File: config.mk
export PLATFORM = sky130hd
export DESIGN_NAME = frv_axi_demux_flat
export DESIGN_NICKNAME = d
export VERILOG_FILES = /design/src/rtl/frv_axi_demux_if.sv /design/src/rtl/frv_axi_demux.sv /design/src/flat_wrapper.sv
export SDC_FILE = /design/constraint.sdc
export NUM_CORES = 1
export LEC_CHECK = 0
export CAP_MARGIN = 20
export CORE_AREA = 2 2 183 185
export CTS_CLUSTER_DIAMETER = 200
export DETAILED_ROUTE_END_ITERATION = 8
export DIE_AREA = 0 0 185 187
export HOLD_SLACK_MARGIN = 0.02
export PLACE_DENSITY_LB_ADDON = 0.08
export SLEW_MARGIN = 20
export SYNTH_ARGS = -nofsm -noshare
export SYNTH_HDL_FRONTEND = slang
export SYNTH_SLANG_ARGS = --single-unit
File: constraint.sdc
create_clock -name aclk -period 2.1 [get_ports aclk]
set_input_delay 0.315 -clock aclk [delete_from_list [all_inputs] [get_ports aclk]]
set_output_delay 0.315 -clock aclk [all_outputs]
set_load 0.01 [all_outputs]
File: src/rtl/frv_axi_demux_if.sv
// AXI4-lite bus bundle (32b data, 1b id) with master/slave views.
interface frv_axi_demux_if;
  logic        awvalid;
  logic        awready;
  logic        awid;
  logic [31:0] awaddr;
  logic [2:0]  awprot;
  logic        wvalid;
  logic        wready;
  logic [31:0] wdata;
  logic [3:0]  wstrb;
  logic        bvalid;
  logic        bready;
  logic        bid;
  logic [1:0]  bresp;
  logic        arvalid;
  logic        arready;
  logic        arid;
  logic [31:0] araddr;
  logic [2:0]  arprot;
  logic        rvalid;
  logic        rready;
  logic        rid;
  logic [31:0] rdata;
  logic [1:0]  rresp;

  modport master (
    output awvalid, awid, awaddr, awprot, input awready,
    output wvalid, wdata, wstrb, input wready,
    input  bvalid, bid, bresp, output bready,
    output arvalid, arid, araddr, arprot, input arready,
    input  rvalid, rid, rdata, rresp, output rready
  );

  modport slave (
    input  awvalid, awid, awaddr, awprot, output awready,
    input  wvalid, wdata, wstrb, output wready,
    output bvalid, bid, bresp, input bready,
    input  arvalid, arid, araddr, arprot, output arready,
    output rvalid, rid, rdata, rresp, input rready
  );
endinterface

File: src/rtl/frv_axi_demux.sv
// Single-master to dual-slave AXI4-lite address demux with ordered responses.
// Combinational forwarding; per-direction target and outstanding counters.
module frv_axi_demux #(
  parameter logic [31:0] M1_BASE = 32'h4000_0000,
  parameter logic [31:0] M1_MASK = 32'hF000_0000,
  parameter int unsigned OUTS_W  = 2
) (
  input  logic             aclk,
  input  logic             areset,
  frv_axi_demux_if.slave   s0,
  frv_axi_demux_if.master  m0,
  frv_axi_demux_if.master  m1
);
  localparam logic [OUTS_W-1:0] OUTS_MAX = '1;
  localparam logic [OUTS_W-1:0] OUTS_ONE = OUTS_W'(1);

  logic              w_sel, r_sel;
  logic [OUTS_W-1:0] w_out, w_pend, r_out;

  logic aw_tgt, aw_ok, aw_hs, w_en, w_hs, b_en, b_hs;
  logic ar_tgt, ar_ok, ar_hs, r_en, r_hs;

  // Payload is broadcast; only valid/ready are steered.
  assign m0.awid   = s0.awid;    assign m1.awid   = s0.awid;
  assign m0.awaddr = s0.awaddr;  assign m1.awaddr = s0.awaddr;
  assign m0.awprot = s0.awprot;  assign m1.awprot = s0.awprot;
  assign m0.wdata  = s0.wdata;   assign m1.wdata  = s0.wdata;
  assign m0.wstrb  = s0.wstrb;   assign m1.wstrb  = s0.wstrb;
  assign m0.arid   = s0.arid;    assign m1.arid   = s0.arid;
  assign m0.araddr = s0.araddr;  assign m1.araddr = s0.araddr;
  assign m0.arprot = s0.arprot;  assign m1.arprot = s0.arprot;

  assign s0.bid   = w_sel ? m1.bid   : m0.bid;
  assign s0.bresp = w_sel ? m1.bresp : m0.bresp;
  assign s0.rid   = r_sel ? m1.rid   : m0.rid;
  assign s0.rdata = r_sel ? m1.rdata : m0.rdata;
  assign s0.rresp = r_sel ? m1.rresp : m0.rresp;

  // A new target is only accepted once the other one has fully drained.
  assign aw_tgt = (s0.awaddr & M1_MASK) == M1_BASE;
  assign aw_ok  = !areset && (w_out != OUTS_MAX) && ((w_out == '0) || (aw_tgt == w_sel));
  assign ar_tgt = (s0.araddr & M1_MASK) == M1_BASE;
  assign ar_ok  = !areset && (r_out != OUTS_MAX) && ((r_out == '0) || (ar_tgt == r_sel));
  assign w_en   = !areset && (w_pend != '0);
  assign b_en   = !areset && (w_out != '0);
  assign r_en   = !areset && (r_out != '0);

  always_comb begin
    m0.awvalid = aw_ok && !aw_tgt && s0.awvalid;
    m1.awvalid = aw_ok &&  aw_tgt && s0.awvalid;
    s0.awready = aw_ok && (aw_tgt ? m1.awready : m0.awready);

    m0.wvalid  = w_en && !w_sel && s0.wvalid;
    m1.wvalid  = w_en &&  w_sel && s0.wvalid;
    s0.wready  = w_en && (w_sel ? m1.wready : m0.wready);

    s0.bvalid  = b_en && (w_sel ? m1.bvalid : m0.bvalid);
    m0.bready  = b_en && !w_sel && s0.bready;
    m1.bready  = b_en &&  w_sel && s0.bready;

    m0.arvalid = ar_ok && !ar_tgt && s0.arvalid;
    m1.arvalid = ar_ok &&  ar_tgt && s0.arvalid;
    s0.arready = ar_ok && (ar_tgt ? m1.arready : m0.arready);

    s0.rvalid  = r_en && (r_sel ? m1.rvalid : m0.rvalid);
    m0.rready  = r_en && !r_sel && s0.rready;
    m1.rready  = r_en &&  r_sel && s0.rready;
  end

  assign aw_hs = s0.awvalid && s0.awready;
  assign w_hs  = s0.wvalid  && s0.wready;
  assign b_hs  = s0.bvalid  && s0.bready;
  assign ar_hs = s0.arvalid && s0.arready;
  assign r_hs  = s0.rvalid  && s0.rready;

  // Target and outstanding bookkeeping; simultaneous inc/dec cancel out.
  always_ff @(posedge aclk) begin
    if (areset) begin
      w_sel  <= 1'b0;
      r_sel  <= 1'b0;
      w_out  <= '0;
      w_pend <= '0;
      r_out  <= '0;
    end else begin
      if (aw_hs) w_sel <= aw_tgt;
      if (ar_hs) r_sel <= ar_tgt;

      if (aw_hs && !b_hs)      w_out <= w_out + OUTS_ONE;
      else if (!aw_hs && b_hs) w_out <= w_out - OUTS_ONE;

      if (aw_hs && !w_hs)      w_pend <= w_pend + OUTS_ONE;
      else if (!aw_hs && w_hs) w_pend <= w_pend - OUTS_ONE;

      if (ar_hs && !r_hs)      r_out <= r_out + OUTS_ONE;
      else if (!ar_hs && r_hs) r_out <= r_out - OUTS_ONE;
    end
  end
endmodule

File: src/flat_wrapper.sv
// flat-port wrapper written by rule: the top's interface ports become plain ports
module frv_axi_demux_flat 
#(
  parameter logic [31:0] M1_BASE = 32'h4000_0000,
  parameter logic [31:0] M1_MASK = 32'hF000_0000,
  parameter int unsigned OUTS_W  = 2
)
  (aclk, areset, s0_awvalid, s0_awid, s0_awaddr, s0_awprot, s0_awready, s0_wvalid, s0_wdata, s0_wstrb, s0_wready, s0_bvalid, s0_bid, s0_bresp, s0_bready, s0_arvalid, s0_arid, s0_araddr, s0_arprot, s0_arready, s0_rvalid, s0_rid, s0_rdata, s0_rresp, s0_rready, m0_awvalid, m0_awid, m0_awaddr, m0_awprot, m0_awready, m0_wvalid, m0_wdata, m0_wstrb, m0_wready, m0_bvalid, m0_bid, m0_bresp, m0_bready, m0_arvalid, m0_arid, m0_araddr, m0_arprot, m0_arready, m0_rvalid, m0_rid, m0_rdata, m0_rresp, m0_rready, m1_awvalid, m1_awid, m1_awaddr, m1_awprot, m1_awready, m1_wvalid, m1_wdata, m1_wstrb, m1_wready, m1_bvalid, m1_bid, m1_bresp, m1_bready, m1_arvalid, m1_arid, m1_araddr, m1_arprot, m1_arready, m1_rvalid, m1_rid, m1_rdata, m1_rresp, m1_rready);
  frv_axi_demux_if s0_i ();
  frv_axi_demux_if m0_i ();
  frv_axi_demux_if m1_i ();
  input  logic aclk;
  input  logic areset;
  input wire logic [$bits(s0_i.awvalid)-1:0] s0_awvalid;
  input wire logic [$bits(s0_i.awid)-1:0] s0_awid;
  input wire logic [$bits(s0_i.awaddr)-1:0] s0_awaddr;
  input wire logic [$bits(s0_i.awprot)-1:0] s0_awprot;
  output wire logic [$bits(s0_i.awready)-1:0] s0_awready;
  input wire logic [$bits(s0_i.wvalid)-1:0] s0_wvalid;
  input wire logic [$bits(s0_i.wdata)-1:0] s0_wdata;
  input wire logic [$bits(s0_i.wstrb)-1:0] s0_wstrb;
  output wire logic [$bits(s0_i.wready)-1:0] s0_wready;
  output wire logic [$bits(s0_i.bvalid)-1:0] s0_bvalid;
  output wire logic [$bits(s0_i.bid)-1:0] s0_bid;
  output wire logic [$bits(s0_i.bresp)-1:0] s0_bresp;
  input wire logic [$bits(s0_i.bready)-1:0] s0_bready;
  input wire logic [$bits(s0_i.arvalid)-1:0] s0_arvalid;
  input wire logic [$bits(s0_i.arid)-1:0] s0_arid;
  input wire logic [$bits(s0_i.araddr)-1:0] s0_araddr;
  input wire logic [$bits(s0_i.arprot)-1:0] s0_arprot;
  output wire logic [$bits(s0_i.arready)-1:0] s0_arready;
  output wire logic [$bits(s0_i.rvalid)-1:0] s0_rvalid;
  output wire logic [$bits(s0_i.rid)-1:0] s0_rid;
  output wire logic [$bits(s0_i.rdata)-1:0] s0_rdata;
  output wire logic [$bits(s0_i.rresp)-1:0] s0_rresp;
  input wire logic [$bits(s0_i.rready)-1:0] s0_rready;
  output wire logic [$bits(m0_i.awvalid)-1:0] m0_awvalid;
  output wire logic [$bits(m0_i.awid)-1:0] m0_awid;
  output wire logic [$bits(m0_i.awaddr)-1:0] m0_awaddr;
  output wire logic [$bits(m0_i.awprot)-1:0] m0_awprot;
  input wire logic [$bits(m0_i.awready)-1:0] m0_awready;
  output wire logic [$bits(m0_i.wvalid)-1:0] m0_wvalid;
  output wire logic [$bits(m0_i.wdata)-1:0] m0_wdata;
  output wire logic [$bits(m0_i.wstrb)-1:0] m0_wstrb;
  input wire logic [$bits(m0_i.wready)-1:0] m0_wready;
  input wire logic [$bits(m0_i.bvalid)-1:0] m0_bvalid;
  input wire logic [$bits(m0_i.bid)-1:0] m0_bid;
  input wire logic [$bits(m0_i.bresp)-1:0] m0_bresp;
  output wire logic [$bits(m0_i.bready)-1:0] m0_bready;
  output wire logic [$bits(m0_i.arvalid)-1:0] m0_arvalid;
  output wire logic [$bits(m0_i.arid)-1:0] m0_arid;
  output wire logic [$bits(m0_i.araddr)-1:0] m0_araddr;
  output wire logic [$bits(m0_i.arprot)-1:0] m0_arprot;
  input wire logic [$bits(m0_i.arready)-1:0] m0_arready;
  input wire logic [$bits(m0_i.rvalid)-1:0] m0_rvalid;
  input wire logic [$bits(m0_i.rid)-1:0] m0_rid;
  input wire logic [$bits(m0_i.rdata)-1:0] m0_rdata;
  input wire logic [$bits(m0_i.rresp)-1:0] m0_rresp;
  output wire logic [$bits(m0_i.rready)-1:0] m0_rready;
  output wire logic [$bits(m1_i.awvalid)-1:0] m1_awvalid;
  output wire logic [$bits(m1_i.awid)-1:0] m1_awid;
  output wire logic [$bits(m1_i.awaddr)-1:0] m1_awaddr;
  output wire logic [$bits(m1_i.awprot)-1:0] m1_awprot;
  input wire logic [$bits(m1_i.awready)-1:0] m1_awready;
  output wire logic [$bits(m1_i.wvalid)-1:0] m1_wvalid;
  output wire logic [$bits(m1_i.wdata)-1:0] m1_wdata;
  output wire logic [$bits(m1_i.wstrb)-1:0] m1_wstrb;
  input wire logic [$bits(m1_i.wready)-1:0] m1_wready;
  input wire logic [$bits(m1_i.bvalid)-1:0] m1_bvalid;
  input wire logic [$bits(m1_i.bid)-1:0] m1_bid;
  input wire logic [$bits(m1_i.bresp)-1:0] m1_bresp;
  output wire logic [$bits(m1_i.bready)-1:0] m1_bready;
  output wire logic [$bits(m1_i.arvalid)-1:0] m1_arvalid;
  output wire logic [$bits(m1_i.arid)-1:0] m1_arid;
  output wire logic [$bits(m1_i.araddr)-1:0] m1_araddr;
  output wire logic [$bits(m1_i.arprot)-1:0] m1_arprot;
  input wire logic [$bits(m1_i.arready)-1:0] m1_arready;
  input wire logic [$bits(m1_i.rvalid)-1:0] m1_rvalid;
  input wire logic [$bits(m1_i.rid)-1:0] m1_rid;
  input wire logic [$bits(m1_i.rdata)-1:0] m1_rdata;
  input wire logic [$bits(m1_i.rresp)-1:0] m1_rresp;
  output wire logic [$bits(m1_i.rready)-1:0] m1_rready;
  assign s0_i.awvalid = s0_awvalid;
  assign s0_i.awid = s0_awid;
  assign s0_i.awaddr = s0_awaddr;
  assign s0_i.awprot = s0_awprot;
  assign s0_awready = s0_i.awready;
  assign s0_i.wvalid = s0_wvalid;
  assign s0_i.wdata = s0_wdata;
  assign s0_i.wstrb = s0_wstrb;
  assign s0_wready = s0_i.wready;
  assign s0_bvalid = s0_i.bvalid;
  assign s0_bid = s0_i.bid;
  assign s0_bresp = s0_i.bresp;
  assign s0_i.bready = s0_bready;
  assign s0_i.arvalid = s0_arvalid;
  assign s0_i.arid = s0_arid;
  assign s0_i.araddr = s0_araddr;
  assign s0_i.arprot = s0_arprot;
  assign s0_arready = s0_i.arready;
  assign s0_rvalid = s0_i.rvalid;
  assign s0_rid = s0_i.rid;
  assign s0_rdata = s0_i.rdata;
  assign s0_rresp = s0_i.rresp;
  assign s0_i.rready = s0_rready;
  assign m0_awvalid = m0_i.awvalid;
  assign m0_awid = m0_i.awid;
  assign m0_awaddr = m0_i.awaddr;
  assign m0_awprot = m0_i.awprot;
  assign m0_i.awready = m0_awready;
  assign m0_wvalid = m0_i.wvalid;
  assign m0_wdata = m0_i.wdata;
  assign m0_wstrb = m0_i.wstrb;
  assign m0_i.wready = m0_wready;
  assign m0_i.bvalid = m0_bvalid;
  assign m0_i.bid = m0_bid;
  assign m0_i.bresp = m0_bresp;
  assign m0_bready = m0_i.bready;
  assign m0_arvalid = m0_i.arvalid;
  assign m0_arid = m0_i.arid;
  assign m0_araddr = m0_i.araddr;
  assign m0_arprot = m0_i.arprot;
  assign m0_i.arready = m0_arready;
  assign m0_i.rvalid = m0_rvalid;
  assign m0_i.rid = m0_rid;
  assign m0_i.rdata = m0_rdata;
  assign m0_i.rresp = m0_rresp;
  assign m0_rready = m0_i.rready;
  assign m1_awvalid = m1_i.awvalid;
  assign m1_awid = m1_i.awid;
  assign m1_awaddr = m1_i.awaddr;
  assign m1_awprot = m1_i.awprot;
  assign m1_i.awready = m1_awready;
  assign m1_wvalid = m1_i.wvalid;
  assign m1_wdata = m1_i.wdata;
  assign m1_wstrb = m1_i.wstrb;
  assign m1_i.wready = m1_wready;
  assign m1_i.bvalid = m1_bvalid;
  assign m1_i.bid = m1_bid;
  assign m1_i.bresp = m1_bresp;
  assign m1_bready = m1_i.bready;
  assign m1_arvalid = m1_i.arvalid;
  assign m1_arid = m1_i.arid;
  assign m1_araddr = m1_i.araddr;
  assign m1_arprot = m1_i.arprot;
  assign m1_i.arready = m1_arready;
  assign m1_i.rvalid = m1_rvalid;
  assign m1_i.rid = m1_rid;
  assign m1_i.rdata = m1_rdata;
  assign m1_i.rresp = m1_rresp;
  assign m1_rready = m1_i.rready;
  frv_axi_demux #(.M1_BASE(M1_BASE), .M1_MASK(M1_MASK), .OUTS_W(OUTS_W)) u_core (.aclk(aclk), .areset(areset), .s0(s0_i), .m0(m0_i), .m1(m1_i));
endmodule
==> metrics.cfg <==
[floorplan]
start_util_pct = 8.548
num_io_pins = 470
core-area_um2 = 32860
rows = 67
die_x_um = 185
die_h_um = 187
die_area_um2 = 34600

[worst_setup_path]
crit_start = s0_awaddr[28]
crit_path_max_fanout = 3
cp-start-kind = input port
crit_type = in2reg
endpoint_kind = register
timing.rr.start = u_core.w_sel
arrival_ps = 2260
critical_path_required_ps = 2270

[hold_path]
holdCritStartpoint = u_core.w_pend[1]
hp-class = reg2reg

[place]
dp_hpwl_um = 8528
port_buffers = 169
place_congestion = 0.6325

[cts]
clockBufferDepth = 2
clk_pin_slew_worst_paths_ps = 40
cts.sinks = 8
cts_tree = yes
root_buffer = clkbuf_16
insertion_delay_ps = 240
holdBufCountCts = 0
cts_inserted_buffers = 3
h-tree-depth = 1

[timing]
hold_viol = 0
post-route-min-period_ps = 2089
worstMarginPinSlew_ps = 401.1
tns_ps = 0
rsz0062_at_grt = yes
fmax_ghz = 0.4788
fin_crit_sh_pct = 99.46
max_slew_margin_pct = 72.88
setup_viol = 0
slew_viol_final = 0
holdWs_ps = 538.2
clock-skew-final_ps = 0.7073

[global_route]
top_usage_layer = met2
antenna_found_initial = 0
use_met2_pct = 8.269
grt_pass1_wl_um = 13250
grt-ovfl-total = 0
grt_max_degree = 22
grt_pass1_vias = 2124
grt.total_usage_pct = 5.159
met3_usage_pct = 1.986
gr-usage-met1_pct = 5.174

[synth]
syn_inst = 346
yosysSeqAreaShare_pct = 5.702
synth_area_um2 = 2809
synthDistinctLibCells = 26
synth_seq_cells = 8
syn_nets = 550
ys_warn_count = 0
avgSynthCellArea_um2 = 8.118

[drt]
drt-wirelength-per-cell_um = 12.98
routed_via_density = 2.507
first_pass_iters = 3
drcViolationCount = 0
drt-total-wl_um = 9900
via_count = 1913
drtAntennaViolNets = 0
drt_first_iter_violations = 23

[power]
powerDensity_nw_per_um2 = 289.0
p_leak_uw = 0.001276
peakVddDrop_mv = 0.2090
p_total_uw = 1085

[cells_and_area]
antennaDiodeCount = 0
area.growth.synth_to_final_pct = 33.72
final_cell_mix = clkdlybuf4s50_1, mux2_2, buf_4
fin_nets = 521
final_common_cell = clkdlybuf4s50_1
drive_gt1_share_pct = 31.75
nFillCells = 3809

[run_status]
status = finished, final reports clean

[flow_run]
max_cap_viol_count = 0

-- cell families after synthesis --
family | synth area share (%)
fa+ha+maj | 3.564
xor+xnor | 2.495
flops | 5.701
buf+inv | 59.38
simple gates | 9.532
mux | 17.02
compound gates | 2.316
-- synthesized netlist by cell type --
cell | n | share of area, %
nor3_2 | 4 | 1.4
o21ai_0 | 3 | 0.53
inv_1 | 1 | 0.13
maj3_2 | 2 | 0.80
nor2_1 | 11 | 1.5
nor3_1 | 5 | 0.89
xor2_1 | 6 | 1.9
inv_2 | 1 | 0.13
mux2i_1 | 5 | 1.8
or3_1 | 3 | 0.67
dfxtp_1 | 8 | 5.7
nor4b_1 | 6 | 1.9
nor3b_1 | 2 | 0.53
buf_2 | 4 | 0.71
nand2_1 | 4 | 0.53
maj3_1 | 4 | 1.4
mux2_2 | 38 | 15
xnor2_1 | 2 | 0.62
nor4b_4 | 2 | 1.7
a21o_1 | 2 | 0.53
buf_1 | 2 | 0.27
buf_4 | 216 | 58
a21oi_1 | 7 | 1.2
clkbuf_1 | 3 | 0.40
ha_1 | 3 | 1.3
nand2b_1 | 2 | 0.45
-- final cells by class --
class | instances | area [µm²] | area share (%)
clock buffers | 3 | 75.07 | 1.999
inverters | 2 | 7.507 | 0.1999
multi-input cells | 111 | 1076 | 28.65
flip-flops and latches | 8 | 163.9 | 4.364
well taps | 448 | 560.5 | 14.92
repair buffers | 191 | 1873 | 49.87
-- report_power, final --
part / total, µW / switching, µW / leakage (µW) / internal, µW
clock: 347 / 98.6 / 0.0000370 / 248
combinational: 556 / 186 / 0.00117 / 370
sequential: 183 / 19.0 / 0.0000665 / 164
-- worst max-delay path: stages --
cell and delay [ps]:
buf_8 100, nor4b_4 340, xnor2_1 130, maj3_2 340, nor3_4 280, ha_4 250, or3_1 360, a21oi_1 140
-- per-stage QoR --
stage               worst slack (ps)  util [%]  cells  cell area, µm²
global route                  -131.5     11.43    763            3756
finish                         11.26     11.43    763            3756
CTS                           0.3475     11.17    761            3670
global placement              -732.3     10.84    756            3562
detailed placement            -719.8     10.84    756            3562
floorplan                      11.93         -    346            2809
-- repair_timing --
item | in CTS | in global routing
buffers inserted | 2 | 2
pin swaps | 13 | 18
gates resized for setup | 51 | 30
cloned | 0 | 0
endpoints found under the setup margin | 41 | 15
-- sequential cells by signal (all words and copies together) (netlist names) --
name,count
u_core.w_out,2
u_core.w_sel,1
u_core.r_out,2
u_core.w_pend,2
u_core.r_sel,1
-- path summary, 6_finish.rpt --
path                            depth (start not counted)  slack [ps]               end
worst max register to register                          7          70   u_core.w_out[1]
worst min-delay path                                    2         540  u_core.w_pend[1]
worst max-delay path                                    8          10   u_core.w_out[1]
worst min register to register                          2         540  u_core.w_pend[1]
-- per-layer routing --
metal / wire, µm / vias up
met5: 0 / -
met1: 3650 / 836
met4: 724 / 0
met2: 4235 / 155
li1: - / 850
met3: 1290 / 72
Note: power is estimated with default switching activity, not from simulation.
